## config.mk

```make
export PLATFORM = sky130hd
export DESIGN_NAME = instr_fetch_flat
export DESIGN_NICKNAME = d
export VERILOG_FILES = /design/src/rtl/fetch_pkg.sv /design/src/rtl/instr_fetch_if.sv /design/src/rtl/instr_fetch.sv /design/src/flat_wrapper.sv
export SDC_FILE = /design/constraint.sdc
export NUM_CORES = 1
export LEC_CHECK = 0
export ABC_CLOCK_PERIOD_IN_PS = 2400
export CORE_MARGIN = 3
export CORE_UTILIZATION = 25
export CTS_CLUSTER_SIZE = 14
export DETAILED_ROUTE_END_ITERATION = 7
export DONT_BUFFER_PORTS = 1
export GPL_TIMING_DRIVEN = 0
export MAX_ROUTING_LAYER = met4
export PLACE_DENSITY_LB_ADDON = 0.1
export RECOVER_POWER = 100
export SYNTH_ARGS = -nofsm -noshare
export SYNTH_HDL_FRONTEND = slang
export SYNTH_SLANG_ARGS = --single-unit
```

## constraint.sdc

```tcl
create_clock -name clk -period 2.4 [get_ports clk]
set_input_delay 0.12 -clock clk [delete_from_list [all_inputs] [get_ports clk]]
set_output_delay 0.12 -clock clk [all_outputs]
set_load 0.02 [all_outputs]
```

## src/rtl/fetch_pkg.sv

```systemverilog
// Shared types and constants for the instruction-fetch stage.
// Holds the fetch FSM state enum, the NOP encoding and the PC step.
package fetch_pkg;

    typedef enum logic [1:0] {
        IDLE,
        RUN,
        HALT
    } state_e;

    // addi x0, x0, 0
    localparam logic [31:0] NOP = 32'h0000_0013;

    localparam logic [31:0] PC_STEP = 32'd4;

endpackage

```

## src/rtl/instr_fetch_if.sv

```systemverilog
// Instruction ROM bus between the fetch stage and the ROM.
// master: drives romAddress, reads romData. slave: the ROM side.
interface instr_fetch_if #(
    parameter int ADDR_W = 5
);

    logic [ADDR_W-1:0] romAddress;
    logic [31:0]       romData;

    modport master (
        output romAddress,
        input  romData
    );

    modport slave (
        input  romAddress,
        output romData
    );

endinterface

```

## src/rtl/instr_fetch.sv

```systemverilog
// Instruction-fetch stage: owns the PC, addresses the ROM, and captures
// the ROM word into the IF/ID register. Ports: clk, rst_n, stall,
// redirect/redirectTarget, rom (ROM bus), pc, instr* (IF/ID outputs),
// misaligned/outOfRange (sticky halt causes).
module instr_fetch
    import fetch_pkg::*;
#(
    parameter int          ADDR_W   = 5,
    parameter logic [31:0] RESET_PC = 32'h0000_0000
) (
    input  logic                 clk,
    input  logic                 rst_n,
    input  logic                 stall,
    input  logic                 redirect,
    input  logic [31:0]          redirectTarget,
    instr_fetch_if.master        rom,
    output logic [31:0]          pc,
    output logic                 instrValid,
    output logic [31:0]          instr,
    output logic [31:0]          instrPc,
    output logic [31:0]          instrPcPlus4,
    output logic                 misaligned,
    output logic                 outOfRange
);

    localparam logic [31:0] ROM_BYTES = 32'd4 << ADDR_W;

    state_e      state_q, state_d;
    logic [31:0] pc_q, pc_d;
    logic        valid_q, valid_d;
    logic [31:0] instr_q, instr_d;
    logic [31:0] ipc_q, ipc_d;
    logic [31:0] ipc4_q, ipc4_d;
    logic        mis_q, mis_d;
    logic        oor_q, oor_d;

    always_ff @(posedge clk or negedge rst_n) begin
        if (!rst_n) begin
            state_q <= IDLE;
            pc_q    <= RESET_PC;
            valid_q <= 1'b0;
            instr_q <= NOP;
            ipc_q   <= 32'd0;
            ipc4_q  <= PC_STEP;
            mis_q   <= 1'b0;
            oor_q   <= 1'b0;
        end else begin
            state_q <= state_d;
            pc_q    <= pc_d;
            valid_q <= valid_d;
            instr_q <= instr_d;
            ipc_q   <= ipc_d;
            ipc4_q  <= ipc4_d;
            mis_q   <= mis_d;
            oor_q   <= oor_d;
        end
    end

    always_comb begin
        state_d = state_q;
        pc_d    = pc_q;
        valid_d = valid_q;
        instr_d = instr_q;
        ipc_d   = ipc_q;
        ipc4_d  = ipc4_q;
        mis_d   = mis_q;
        oor_d   = oor_q;
        unique case (state_q)
            IDLE: begin
                state_d = RUN;
            end
            RUN: begin
                if (redirect && (redirectTarget[1:0] != 2'b00)) begin
                    state_d = HALT;
                    mis_d   = 1'b1;
                    valid_d = 1'b0;
                end else if (redirect) begin
                    // Flush: the word fetched this cycle is on the wrong path.
                    pc_d    = redirectTarget;
                    valid_d = 1'b0;
                    instr_d = NOP;
                end else if (stall) begin
                    valid_d = valid_q;
                end else if (pc_q >= ROM_BYTES) begin
                    state_d = HALT;
                    oor_d   = 1'b1;
                    valid_d = 1'b0;
                end else begin
                    instr_d = rom.romData;
                    ipc_d   = pc_q;
                    ipc4_d  = pc_q + PC_STEP;
                    valid_d = 1'b1;
                    pc_d    = pc_q + PC_STEP;
                end
            end
            HALT: begin
                valid_d = 1'b0;
            end
            default: begin
                state_d = IDLE;
            end
        endcase
    end

    assign rom.romAddress = pc_q[ADDR_W+1:2];
    assign pc             = pc_q;
    assign instrValid     = valid_q;
    assign instr          = instr_q;
    assign instrPc        = ipc_q;
    assign instrPcPlus4   = ipc4_q;
    assign misaligned     = mis_q;
    assign outOfRange     = oor_q;

endmodule

```

## src/flat_wrapper.sv

```systemverilog
// flat-port wrapper written by rule: the top's interface ports become plain ports
module instr_fetch_flat import fetch_pkg::*;
#(
    parameter int          ADDR_W   = 5,
    parameter logic [31:0] RESET_PC = 32'h0000_0000
)
  (clk, rst_n, stall, redirect, redirectTarget, pc, instrValid, instr, instrPc, instrPcPlus4, misaligned, outOfRange, rom_romAddress, rom_romData);
  instr_fetch_if #(.ADDR_W(ADDR_W)) rom_i ();
  input  logic clk;
  input  logic rst_n;
  input  logic stall;
  input  logic redirect;
  input  logic [31:0] redirectTarget;
  output logic [31:0] pc;
  output logic instrValid;
  output logic [31:0] instr;
  output logic [31:0] instrPc;
  output logic [31:0] instrPcPlus4;
  output logic misaligned;
  output logic outOfRange;
  output wire logic [$bits(rom_i.romAddress)-1:0] rom_romAddress;
  input wire logic [$bits(rom_i.romData)-1:0] rom_romData;
  assign rom_romAddress = rom_i.romAddress;
  assign rom_i.romData = rom_romData;
  instr_fetch #(.ADDR_W(ADDR_W), .RESET_PC(RESET_PC)) u_core (.clk(clk), .rst_n(rst_n), .stall(stall), .redirect(redirect), .redirectTarget(redirectTarget), .rom(rom_i), .pc(pc), .instrValid(instrValid), .instr(instr), .instrPc(instrPc), .instrPcPlus4(instrPcPlus4), .misaligned(misaligned), .outOfRange(outOfRange));
endmodule
```

==> key figures, run 1 <==
Run status
  – Status: finished with violations
  – Failing checks: negative hold slack

Floorplan
  – Rows: 51
  – Die X: 149.6 µm
  – Core area: 0.01985 mm²
  – Die H: 149.6 µm
  – Die Area: 0.02237 mm²
  – I/O Pins: 204
  – Initial core utilization: 25.96%

Finish
  – Layout Nets: 577
  – Share of layout cells above drive strength 1: 13.57%
  – Finished Cell Area: 0.006758 mm²
  – Commonest cells after routing, fill and taps aside: 125 x dfrtp_1, 65 x dlygate4sd3_1, 51 x nor2b_1
  – Most common cell after layout, fill and taps aside: dfrtp_1
  – Area Growth Syn to Fin: 31.16%
  – Non-Filler Instances: 783
  – Storage cell area: 0.003286 mm²
  – Layout filler cell count: 1970
  – Multi-input gate area: 0.001618 mm²

Clock network
  – Clk Latency, worst-skew pair: 0.42 ns
  – # hold bufs at CTS: 65
  – Clock root cell: clkbuf_16
  – CTS tree: yes
  – Total CTS buffers: 17
  – Max clock buf depth: 2
  – H-Tree Depth: 4
  – Worst-path clk slew: 0.06 ns
  – Sink Count: 131

Routing
  – Drc violations: 0
  – Post-DR wirelength/cell: 19.35 µm
  – Antenna Nets Post-Route: 0
  – Vias/cell: 4.474
  – Wirelength, routed: 15.15 mm
  – Vias: 3503
  – DRT Pass-1 Iters: 4
  – 1st-iter DRT viols: 91

Global routing
  – Total track usage: 14.05%
  – Total grt overflow: 0
  – Vias in the first global route: 3857
  – First-pass GRT wire length: 22.83 mm
  – Initial antenna violation count: 2
  – Largest net degree at the start of global routing: 132

Placement
  – DP Cell Count: 683
  – Post-Place Worst Slack: -0.2153 ns
  – Post-DP HPWL: 10.26 mm
  – DP Area: 0.005484 mm²
  – PortBufs: 0
  – Gpl congestion: 0.6846

Critical path
  – Most used cell, CP: buf_4
  – Crit Path Category: flip-flop to flip-flop
  – Worst reg2reg path depth: 6
  – CP max stage delay: 0.50 ns
  – Reg2Reg Setup Slack: 0.13 ns
  – R2R Path End: u_core.instrPc[3]
  – Crit path cell chain: nor4_2 -> nand4_4 -> nor4_1 -> buf_4 -> buf_4 -> mux2_2
  – WP data required: 2.70 ns
  – Crit path max-delay cell type: dfrtp_1
  – Critical Path Start Type: flip-flop
  – Critical-path maximum fanout: 10
  – Critical path endpoint category: flip-flop
  – Reg-to-Reg Start: u_core.pc[19]
  – Crit path arrival time: 2.57 ns

Timing
  – Achievable Freq: 0.4401 GHz
  – Slew Viols, Final: 0
  – Min Hold Slack: -0.6019 ns
  – Worst Clk Skew: 0.01497 ns
  – Final WS setup: 0.1276 ns
  – Relative slew slack: 59.67%
  – Crit path time final: 2.272 ns
  – Endpoints failing setup: 0
  – Final Hold Viols: 131
  – Tcrit/Tclk final: 94.68%
  – RSZ-0062 raised after global routing: false
  – Slew @ Worst Pin: 0.6049 ns

Logic synthesis
  – Post-Synthesis Cell Area: 0.005152 mm²
  – YS warnings: 0
  – Asr flop ratio synth: 100.0%
  – Synthesized netlist cell count: 418
  – Sequential share of the synthesized area: 63.72%
  – Synthesized flop and latch total: 131
  – Ranking of synthesized cells by area: dfrtp_1 62%, nor2b_1 6.2%, a22o_1 4.9%, nand2_1 3.4%, mux2_2 2.2%
  – EDFF count, synth: 0
  – Top_reg_cell synth: dfrtp_1
  – Syn_nets: 491
  – Unique cell type count in the Yosys netlist: 51
  – Cell taking the most area after synthesis: dfrtp_1
  – Syn_area_per_cell: 12.33 µm²
  – Synth top area share: 61.68%

Min path
  – Hold Crit Class: input pin to async pin

Pwr
  – Switching power total: 2427 µW
  – Leakage power: 0.003175 µW
  – Power share of the clock group: 37.2%
  – Switching Fraction: 34.53%
  – Gate power share: 15.4%
  – Flop pwr share: 47.3%
  – Power Internal: 4601 µW
  – Max IR drop VDD: 451.9 µV
  – Cell Pwr Density: 1040 mW/mm²

Run
  – Number of max-cap violations: 0
[critical path: cells and delay by family, from the launching register on]
kind,cells,cell delay [ns]
DFF,1,0.50
muxes,1,0.34
and+or+nand+nor,3,0.91
buffers and inverters,2,0.41
[timing repair]
item | 4_1_cts | 5_1_grt
setup endpoints to repair | 84 | 72
pin swaps | 1 | 1
resized for setup | 2 | 13
endpoints found under the hold margin | 196 | 131
setup buffers | 3 | 0
[logic make-up (layout without fill, tap and decap cells)]
group                      Yosys count  after routing  synth area share, %
buffers and inverters               46            144                5.075
adders and majority gates            5              5                1.214
and+or+nand+nor                    154            154                16.83
other                                0              2                    0
xor gates and xnor gates             4              4               0.6801
AOI/OAI and AO/OA                   68             68                10.30
muxes                               10             10                2.186
DFF                                131            131                63.72
[sequential cells by signal (all words and copies together) (netlist names)]
signal               cells
u_core.instrPc          32
u_core.pc               32
u_core.misaligned        1
u_core.instrValid        1
u_core.instr            32
u_core.state_q           2
u_core.instrPcPlus4     30
u_core.outOfRange        1
[power by group through the flow]
stage | clock network, µW | registers (µW) | logic (µW)
finish | 2620 | 3330 | 1090
CTS | 2710 | 3330 | 1140
global route | 2810 | 3380 | 1230
floorplan | 0 | 3170 | 826
global placement | 0 | 3360 | 1020
detailed placement | 0 | 3360 | 1040
[stage by stage]
| step | power [µW] | util [%] | TNS [ns] |
|---|---|---|---|
| 2_1_floorplan | 3992 | - | 0 |
| 3_3_place_gp | 4384 | 27.63 | -5.698 |
| 3_5_place_dp | 4408 | 27.63 | -8.425 |
| 4_1_cts | 7182 | 34.15 | 0 |
| 5_1_grt | 7417 | 34.05 | 0 |
| 6_report | 7028 | 34.05 | 0 |
[layout make-up]
type | count | area share [%]
sequential | 131 | 48.62
multi-input combinational | 241 | 23.94
timing repair buffer | 68 | 10.33
clock buffer | 19 | 6.406
tap | 265 | 4.906
buffer | 30 | 2.537
clock inverter | 12 | 2.351
inverter | 15 | 0.8332
antenna | 2 | 0.07406
[metal layers]
layer | share of wire, % | track usage [%] | up-vias
li1 | - | - | 1602
met1 | 43 | 17.48 | 1744
met2 | 47 | 20.70 | 140
met3 | 8.7 | 5.421 | 17
met4 | 1.8 | 5.446 | 0
met5 | 0 | - | -
[worst max path at each step]
stage / startpoint / end / slack [ns] / depth (start not counted)
after floorplan: u_core.pc[22] / u_core.instrPc[1] / 0.39 / 5
after global placement: u_core.pc[14] / u_core.instrPc[3] / -0.19 / 5
after detailed placement: u_core.pc[14] / u_core.instrPc[3] / -0.22 / 5
after CTS: u_core.pc[14] / u_core.instrPc[15] / 0.00006 / 7
after global routing: u_core.pc[22] / u_core.instrPc[1] / 0.01 / 6
final: u_core.pc[19] / u_core.instrPc[3] / 0.13 / 6
[cell usage after synthesis (3+ instances only)]
library cell  instances
o31ai_1               3
a31oi_1               9
mux2_2               10
nand2b_1              3
nor4_2                3
nand3_1               5
and3_1                3
o22a_1                5
dfstp_2               4
ha_1                  5
a22o_1               29
clkbuf_8              3
a21oi_1               6
clkbuf_1             12
nor2b_1              51
buf_4                11
inv_1                15
nand4_1               4
nor2_1               21
nand2_1              47
dfrtp_1             127
nor3_1                4
nor4_4                3
Power figures use the tool's default switching activity.
==> run 2: changes to the inputs <==
Settings changed: ABC_AREA set to 1.
==> key figures, run 2 <==
Run status
  – Status: finished with violations
  – Failing checks: negative hold slack

Clock network
  – Clock root cell: clkbuf_16
  – # hold bufs at CTS: 63 (-3.1%)
  – Max clock buf depth: 2 (unchanged)
  – Worst-path clk slew: 0.06 ns (about the same)
  – Clk Latency, worst-skew pair: 0.41 ns (about the same)
  – Total CTS buffers: 17 (unchanged)
  – Sink Count: 131 (unchanged)
  – CTS tree: yes
  – H-Tree Depth: 4 (unchanged)
  – Setup bufs post-CTS: 0 (-3)

Pwr
  – PnR Total Power: 7019 µW (-0.13%)
  – Max IR drop VDD: 453.5 µV (+0.35%)
  – Cell Pwr Density: 1006 mW/mm² (-3.3%)
  – Leakage power: 0.003830 µW (+21%)

Critical path
  – Crit path arrival time: 2.52 ns (-0.05 ns)
  – CP Buf/Inv Count: 2 (unchanged)
  – Crit path cell chain: nor2_1 -> nand2_1 -> nor2_1 -> nand2_1 -> nor2_4 -> nand3_2 -> inv_1 -> buf_4 -> nand2_1 -> nand2_1
  – Most used cell, CP: nand2_1
  – Critical-path maximum fanout: 10 (unchanged)
  – Crit path max-delay cell type: dfrtp_1
  – Critical Path Start Type: flip-flop
  – CP top delay family: simple AND/OR/NAND/NOR gates
  – CP max stage delay: 0.54 ns (+0.04 ns)
  – WP data required: 2.75 ns (+0.05 ns)
  – Crit Path Category: flip-flop to flip-flop
  – Critical path endpoint category: flip-flop

Timing
  – Slew Viols, Final: 0 (unchanged)
  – Endpoints failing setup: 0 (unchanged)
  – RSZ-0062 raised after global routing: false
  – Min Hold Slack: -0.6014 ns (+0.0004510 ns)
  – Worst Clk Skew: 0.006811 ns (-0.008159 ns)
  – Slew @ Worst Pin: 0.5310 ns (-0.07390 ns)
  – Achievable Freq: 0.4609 GHz (+4.7%)
  – Tcrit/Tclk final: 90.39% (-4.3 points)
  – Relative slew slack: 64.60% (+4.9 points)
  – Crit path time final: 2.169 ns (-0.1029 ns)
  – Final Hold Viols: 131 (unchanged)
  – Fin Setup TNS: 0 ns (unchanged)

Floorplan
  – I/O Pins: 204 (unchanged)
  – Core area: 0.02109 mm² (+6.3%)
  – Rows: 53 (+3.9%)
  – Initial core utilization: 25.60% (-0.36 points)
  – Die H: 153.0 µm (+2.3%)
  – Die X: 153.0 µm (+2.3%)
  – Die Area: 0.02340 mm² (+4.6%)

Placement
  – PortBufs: 0 (unchanged)
  – Post-DP HPWL: 11.24 mm (+9.5%)
  – DP Area: 0.005743 mm² (+4.7%)
  – Gpl congestion: 0.7591 (+11%)

Logic synthesis
  – EDFF count, synth: 0 (unchanged)
  – Synth cell count leaders: 237 x nand2_1, 127 x dfrtp_1, 83 x inv_1
  – Most frequent cell after synthesis: nand2_1
  – Ranking of synthesized cells by area: dfrtp_1 59%, nand2_1 16%, inv_1 5.8%, nand3_1 3.2%, o21ai_0 2.5%
  – Sequential share of the synthesized area: 60.81% (-2.9 points)
  – YS warnings: 0 (unchanged)
  – Synthesized netlist cell count: 617 (+48%)
  – Synth top area share: 58.86% (-2.8 points)
  – Syn_nets: 690 (+41%)
  – Synthesized flop and latch total: 131 (unchanged)
  – Cell taking the most area after synthesis: dfrtp_1
  – Unique cell type count in the Yosys netlist: 24 (-53%)
  – Syn_area_per_cell: 8.750 µm² (-29%)
  – Top_reg_cell synth: dfrtp_1
  – Post-Synthesis Cell Area: 0.005399 mm² (+4.8%)
  – Asr flop ratio synth: 100.0% (unchanged)

Finish
  – Layout Nets: 772 (+34%)
  – Area Growth Syn to Fin: 29.25%
  – Share of layout cells above drive strength 1: 7.314% (-6.3 points)
  – Commonest cells after routing, fill and taps aside: 237 x nand2_1, 127 x dfrtp_1, 85 x inv_1
  – Diodes inserted: 0 (-2)
  – Finished Cell Area: 0.006978 mm² (+3.3%)
  – Most common cell after layout, fill and taps aside: nand2_1

Global routing
  – Largest net degree at the start of global routing: 132 (unchanged)
  – Total track usage: 14.07% (+0.023 points)
  – Vias in the first global route: 4248 (+10%)
  – Initial antenna violation count: 0 (-2)
  – First-pass GRT wire length: 24.75 mm (+8.4%)
  – Total grt overflow: 0 (unchanged)

Routing
  – Post-DR wirelength/cell: 16.16 µm (-17%)
  – Antenna Nets Post-Route: 0 (unchanged)
  – Drc violations: 0 (unchanged)
  – Wirelength, routed: 15.93 mm (+5.1%)
  – Vias: 4133 (+18%)
  – DRT Pass-1 Iters: 4 (unchanged)
  – Vias/cell: 4.192 (-6.3%)
  – 1st-iter DRT viols: 191 (+110%)

Run
  – Number of max-cap violations: 0 (unchanged)

Min path
  – Hold Crit Class: input pin to async pin
run 2: cell types whose count changed in the layout (fill, tap and decap cells not counted), sizes merged, moves of 7 or more:
cell	delta
o21ai	+37
nand2	+190
nand3	+30
a22o	-29
mux2	-10
inv	+71
nor4	-7
nor2b	-51
nor2	+13
a31oi	-8
run 2: area by class of cell:
class | instances | area (µm²)
fillers | 2259 | 14110
flip-flops and latches | 131 | 3283
multi-input cells | 370 | 1604
repair buffers | 63 | 630.6
clock buffers | 20 | 456.7
well taps | 275 | 344.1
inverters | 86 | 322.8
clock inverters | 11 | 177.7
plain buffers | 30 | 158.9
run 2: kinds of logic after synthesis:
family	share of synthesized area, %
AND/OR/NAND/NOR	23.45
flip-flops	60.81
AO/OA/AOI/OAI	4.195
adder cells (fa/ha/maj)	1.159
buffers and inverters	9.571
XOR/XNOR	0.8111
run 2: final timing paths:
kind | slack [ns] | from | depth (start not counted) | endpoint
hold / removal | -0.60 | rst_n | 0 | u_core.instrPcPlus4[6]
min in group clk | 0.04 | redirectTarget[0] | 3 | u_core.misaligned
setup / recovery | 0.23 | u_core.pc[9] | 10 | u_core.instr[12]
max in group asynchronous | 2.77 | rst_n | 0 | u_core.instr[0]
hold reg to reg | 0.52 | u_core.state_q[1] | 2 | u_core.state_q[1]
setup reg to reg | 0.23 | u_core.pc[9] | 10 | u_core.instr[12]
run 2: through the flow:
stage          setup WS (ns)  instances  util [%]
6_report              0.2305        986     33.09
3_5_place_dp         0.02412        892     27.23
2_1_floorplan         0.7735        617         -
3_3_place_gp         0.09215        892     27.23
5_1_grt              0.01537        986     33.09
4_1_cts              0.02919        986     33.23
run 2: power by group:
part           total (µW)  switching (µW)  leakage, µW  internal, µW
Sequential           3140             666      0.00175          2470
Clock                2820            1020     0.000311          1800
Combinational        1060             673      0.00176           388
run 2: timing repair:
action                                 4_1_cts  5_1_grt
setup endpoints to repair                    0       50
resized for setup                            0        1
endpoints found under the hold margin      194      131
run 2: layer usage:
layer	GRT usage (%)	wire length (µm)	up-vias
met5	-	0	-
met4	5.728	398	0
met3	4.219	1037	25
li1	-	-	2020
met2	20.86	7186	144
met1	18.06	7306	1944
